[src/rtl/u409_bus_initiator.sv]
// u409_bus_initiator: single-beat MC68040 bus master.
// Arbitrates, runs one TS/TIP cycle, returns data or error.
module u409_bus_initiator #(
    parameter logic [6:0] TIMEOUT_CLKS = 7'd120
) (
    input  logic        CLK40,
    input  logic        RESETn,
    input  logic        REQ,
    input  logic        REQ_RWn,
    input  logic [1:0]  REQ_SIZ,
    input  logic [31:0] REQ_ADDR,
    input  logic [31:0] REQ_WDATA,
    output logic        REQ_DONE,
    output logic        REQ_ERR,
    output logic [31:0] REQ_RDATA,
    output logic        BRn,
    input  logic        BGn,
    input  logic        BBn_IN,
    output logic        BUS_OE,
    output logic [31:0] A,
    output logic [1:0]  SIZ,
    output logic [1:0]  TT,
    output logic        RWn,
    output logic [31:0] D_OUT,
    input  logic [31:0] D_IN,
    output logic        TSn,
    output logic        TIPn,
    output logic        BBn_OUT,
    input  logic        TACKn,
    input  logic        TEAn,
    input  logic        TBIn
);

    typedef enum logic [2:0] {
        S_IDLE,
        S_ARB,
        S_START,
        S_WAIT,
        S_TERM,
        S_RELEASE
    } state_t;

    state_t     state;
    state_t     state_nx;
    logic [6:0] wdog;
    logic       err_q;

    logic req_ok;
    logic bad_siz;
    logic grant;
    logic ack;
    logic tmo;
    logic wait_exit;

    // REQ_DONE blocks the clock after a completion so a held REQ is not re-taken.
    assign req_ok    = REQ && !REQ_DONE;
    assign bad_siz   = (REQ_SIZ == 2'b11);
    assign grant     = !BGn && BBn_IN;
    // TBIn only matters for bursts; single-beat cycles ignore it.
    assign ack       = !TEAn || !TACKn || (TBIn && 1'b0);
    assign tmo       = (wdog == TIMEOUT_CLKS);
    assign wait_exit = ack || tmo;
    assign TT        = 2'b00;

    // State register.
    always_ff @(posedge CLK40 or negedge RESETn) begin
        if (!RESETn) begin
            state <= S_IDLE;
        end else begin
            state <= state_nx;
        end
    end

    // Next-state decode.
    always_comb begin
        state_nx = state;
        unique case (state)
            S_IDLE: begin
                if (req_ok && !bad_siz) begin
                    state_nx = S_ARB;
                end
            end
            S_ARB: begin
                if (!REQ) begin
                    state_nx = S_IDLE;
                end else if (grant) begin
                    state_nx = S_START;
                end
            end
            S_START:   state_nx = S_WAIT;
            S_WAIT: begin
                if (wait_exit) begin
                    state_nx = S_TERM;
                end
            end
            S_TERM:    state_nx = S_RELEASE;
            S_RELEASE: state_nx = S_IDLE;
            default:   state_nx = S_IDLE;
        endcase
    end

    // Registered bus outputs, watchdog and requester status.
    always_ff @(posedge CLK40 or negedge RESETn) begin
        if (!RESETn) begin
            BRn       <= 1'b1;
            BUS_OE    <= 1'b0;
            TSn       <= 1'b1;
            TIPn      <= 1'b1;
            BBn_OUT   <= 1'b1;
            RWn       <= 1'b1;
            A         <= '0;
            D_OUT     <= '0;
            SIZ       <= 2'b00;
            REQ_DONE  <= 1'b0;
            REQ_ERR   <= 1'b0;
            REQ_RDATA <= '0;
            wdog      <= '0;
            err_q     <= 1'b0;
        end else begin
            REQ_DONE <= 1'b0;
            REQ_ERR  <= 1'b0;
            unique case (state)
                S_IDLE: begin
                    if (req_ok && bad_siz) begin
                        REQ_DONE <= 1'b1;
                        REQ_ERR  <= 1'b1;
                    end else if (req_ok) begin
                        A     <= REQ_ADDR;
                        SIZ   <= REQ_SIZ;
                        RWn   <= REQ_RWn;
                        D_OUT <= REQ_WDATA;
                        BRn   <= 1'b0;
                    end
                end
                S_ARB: begin
                    if (!REQ) begin
                        BRn <= 1'b1;
                    end else if (grant) begin
                        BUS_OE  <= 1'b1;
                        BBn_OUT <= 1'b0;
                        TSn     <= 1'b0;
                        TIPn    <= 1'b0;
                        BRn     <= 1'b1;
                    end
                end
                S_START: begin
                    TSn  <= 1'b1;
                    wdog <= 7'd1;
                end
                S_WAIT: begin
                    if (wait_exit) begin
                        TIPn    <= 1'b1;
                        BBn_OUT <= 1'b1;
                        err_q   <= !TEAn || TACKn;
                        if (TEAn && !TACKn && RWn) begin
                            REQ_RDATA <= D_IN;
                        end
                    end else begin
                        wdog <= wdog + 7'd1;
                    end
                end
                S_TERM: begin
                    REQ_DONE <= 1'b1;
                    REQ_ERR  <= err_q;
                    wdog     <= '0;
                end
                S_RELEASE: begin
                    BUS_OE <= 1'b0;
                end
                default: begin
                end
            endcase
        end
    end

endmodule
[config.mk]
export PLATFORM = sky130hd
export DESIGN_NAME = u409_bus_initiator
export DESIGN_NICKNAME = d
export VERILOG_FILES = /design/src/rtl/u409_bus_initiator.sv
export SDC_FILE = /design/constraint.sdc
export NUM_CORES = 1
export LEC_CHECK = 0
export ABC_AREA = 1
export BUFFER_PORTS_ARGS = -buffer_cell sky130_fd_sc_hd__buf_2
export CAP_MARGIN = 20
export CORE_MARGIN = 8
export CORE_UTILIZATION = 47
export CTS_CLUSTER_DIAMETER = 30
export CTS_CLUSTER_SIZE = 28
export DETAILED_ROUTE_END_ITERATION = 7
export PLACE_DENSITY = 0.85
export SETUP_SLACK_MARGIN = 0.3
export SYNTH_ARGS = -nofsm -noshare
export SYNTH_HDL_FRONTEND = slang
export SYNTH_SLANG_ARGS = --single-unit
[constraint.sdc]
create_clock -name CLK40 -period 1.85 [get_ports CLK40]
set_input_delay 0.37 -clock CLK40 [delete_from_list [all_inputs] [get_ports CLK40]]
set_output_delay 0.37 -clock CLK40 [all_outputs]
set_load 0.03 [all_outputs]
==> results.json <==
{
  "status": "complete, no violations",
  "antenna_found_initial": 2,
  "leakage_nw": 3.99,
  "rsz0062_at_grt": "yes",
  "seq_area_um2": 2910,
  "max_stage_delay_ns": 0.56,
  "numCtsBuffers": 17,
  "synth_seq_cells": 116,
  "crit_required_ns": 1.48,
  "startpoint_type": "register",
  "clk_latency_ns": 0.50,
  "ff2ff_path_depth": 6,
  "hold_start": "REQ_ADDR[20]",
  "vdd_drop_max_mv": 1.15,
  "end_kind": "output port",
  "worstPathArrival_ns": 1.19,
  "grt-ovfl-total": 0,
  "drtIter0Drc": 351,
  "crit_type": "register to output port",
  "yosysWarnings": 0,
  "root_buffer": "clkbuf_8",
  "final_max_slew_viol_count": 0,
  "ant_nets": 0,
  "final_cell_count_no_fill": 929,
  "whs_endpoint": "A[20]",
  "portBuffers": 211,
  "drive_gt1_share_pct": 34.9,
  "place_inst": 887,
  "whs_path_depth": 3,
  "maxCapViolCount": 0,
  "pwr_density_cell_nw_per_um2": 1890,
  "cts_tree": "built",
  "firstDrtPassIters": 5,
  "n_antenna_cell": 0,
  "gp_congestion": 0.893,
  "row_count": 36,
  "grt_pass1_vias": 4706,
  "period_share_pct": 84.5,
  "dp.final_hpwl_um": 9980,
  "multi_input_area_um2": 1670,
  "reg2reg_to": "D_OUT[17]",
  "start_util_pct": 48.5,
  "die_h_um": 117,
  "die_x_um": 117,
  "hold_violations": 0,
  "drt_wl_total_um": 14800,
  "final.min_clock_period_ns": 1.56,
  "core_um2": 9820,
  "synthToLayoutAreaGrowth_pct": 43.8,
  "syn-instance-count": 560,
  "slowest_stage": "dfstp_2",
  "setup_violations": 0,
  "finalSetupTns_ns": 0,
  "seq_area_frac_synth_pct": 61.1,
  "cts_max_level": 4,
  "cp_cell_sequence": "buf_6",
  "cts.path.max_buffers": 2,
  "viasPerCell": 4.91,
  "n_fill_cell": 772,
  "cts.clk_slew.worst_paths_ns": 0.06,
  "rrSetupSlack_ns": 0.39,
  "dieArea_um2": 13600,
  "vias": 4564,
  "layout.nets": 892,
  "clock-sinks": 116,
  "crit_start": "BBn_OUT",
  "p_total_mw": 13.0,
  "fin_worst_skew_ns": 0.00798,
  "wl_per_cell_um": 15.9,
  "synthDistinctLibCells": 25,
  "synth.cell_area_um2": 4760,
  "postLayoutCoreUtil_pct": 69.7,
  "ioPinCount": 215,
  "avgSynthCellArea_um2": 8.50,
  "grt_max_degree": 66,
  "drc_errors": 0,
  "timing.rr.start": "state[2]",
  "grt_use_total_pct": 20.8,
  "critPathBufInv": 1,
  "min_path_type": "primary input to register",
  "critPathTopFamily": "flip-flops",
  "grt_pass1_wl_um": 22200,
  "worstPathMaxFanout": 3,
  "fmax_mhz": 640
}
kinds of logic after synthesis:
kind of cell	Yosys count	share of synthesized area, %
adder cells (fa/ha/maj)	2	0.526
flip-flops	116	61.1
XOR/XNOR	2	0.368
buffers and inverters	49	4.49
other	1	0.0788
AND/OR/NAND/NOR	372	31.5
AO/OA/AOI/OAI	18	2.00
cell type report:
cell class / instances / share of cell area (%)
inverters: 21 / 1.22
clock buffers: 24 / 7.16
clock inverters: 8 / 2.49
repair buffers: 231 / 19.8
flip-flops and latches: 116 / 42.5
multi-input cells: 396 / 24.4
well taps: 133 / 2.43
metrics by stage:
step | worst slack [ns] | cell area [µm²] | hold slack [ns]
final | 0.287 | 6850 | 0.0614
after global routing | 0.233 | 6850 | 0.0387
after CTS | 0.255 | 6730 | 0.0316
after detailed placement | 0.245 | 5980 | 0.331
after global placement | 0.337 | 5980 | 0.325
after floorplan | 0.375 | 4760 | 0.0744
how the worst max path moves through the flow:
stage,endpoint,depth (start not counted)
after floorplan,A[15],9
after global placement,wdog[5],8
after detailed placement,REQ_RDATA[31],6
after CTS,TIPn,1
after global routing,TIPn,1
final,TIPn,1
synthesized netlist by cell type:
master	n	area (µm²)
xnor2_1	1	8.76
a21oi_1	4	20.0
o21ai_0	11	55.1
nor3_1	2	10.0
nand3_4	1	17.5
buf_1	1	3.75
nor3b_4	1	18.8
dfrtp_1	112	2800
nand3_1	45	225
nor2_1	15	56.3
buf_4	4	30.0
xor2_1	1	8.76
o21ai_1	1	5.00
nand4_1	2	12.5
inv_2	2	7.51
conb_1	1	3.75
and3_1	1	6.26
inv_1	19	71.3
nand2_1	304	1140
clkbuf_1	11	41.3
dfstp_2	4	105
buf_2	12	60.1
o21bai_1	2	15.0
ha_1	2	25.0
nor3_2	1	10.0
layout by cell type (no fill, tap or decap), types with 2 or more instances in the layout:
cell type and count:
clkbuf_8 6, dfstp_2 4, o21bai_1 2, nand2_1 300, buf_6 6, buf_12 6, bufinv_16 5, inv_1 19
nor2_1 15, clkinvlp_4 2, nand2_2 4, nand4_1 2, o21ai_0 11, nand3_1 44, ha_1 2, buf_2 205
clkbuf_1 2, dfrtp_2 3, conb_1 2, dfrtp_1 109, inv_4 2, clkbuf_16 18, nor3_1 2, a21oi_1 4
buf_4 11
state kept, by name, indices dropped and copies added, names as in the netlist:
signal     flops
A             32
D_OUT         32
REQ_RDATA     32
wdog           7
state          3
SIZ            2
BBn_OUT        1
BRn            1
BUS_OE         1
REQ_DONE       1
REQ_ERR        1
RWn            1
TSn            1
err_q          1
repair_timing:
| item | CTS | global route |
|---|---|---|
| hold buffers | 1 | 0 |
| cloned | 0 | 3 |
| setup endpoints to repair | 73 | 111 |
| buffers inserted | 3 | 3 |
| pin swaps | 1 | 4 |
| hold endpoints to repair | 24 | 0 |
| gates resized for setup | 18 | 9 |
metal layers:
| metal | vias to the layer above | GRT usage [%] | routed length (µm) |
|---|---|---|---|
| met4 | 4 | 8.19 | 268 |
| met3 | 26 | 7.96 | 1380 |
| met1 | 2134 | 23.5 | 5840 |
| li1 | 2184 | - | - |
| met5 | - | 0 | 23 |
| met2 | 216 | 34.9 | 7240 |
power by group:
group | leakage (nW) | total [mW] | switching (mW) | internal, mW
Sequential | 1.48 | 4.09 | 0.554 | 3.53
Clock | 0.318 | 3.59 | 1.09 | 2.50
Combinational | 2.20 | 5.28 | 3.72 | 1.56
Total | 3.99 | 13.0 | 5.36 | 7.60
No activity file was read; power rests on OpenSTA's default activity.
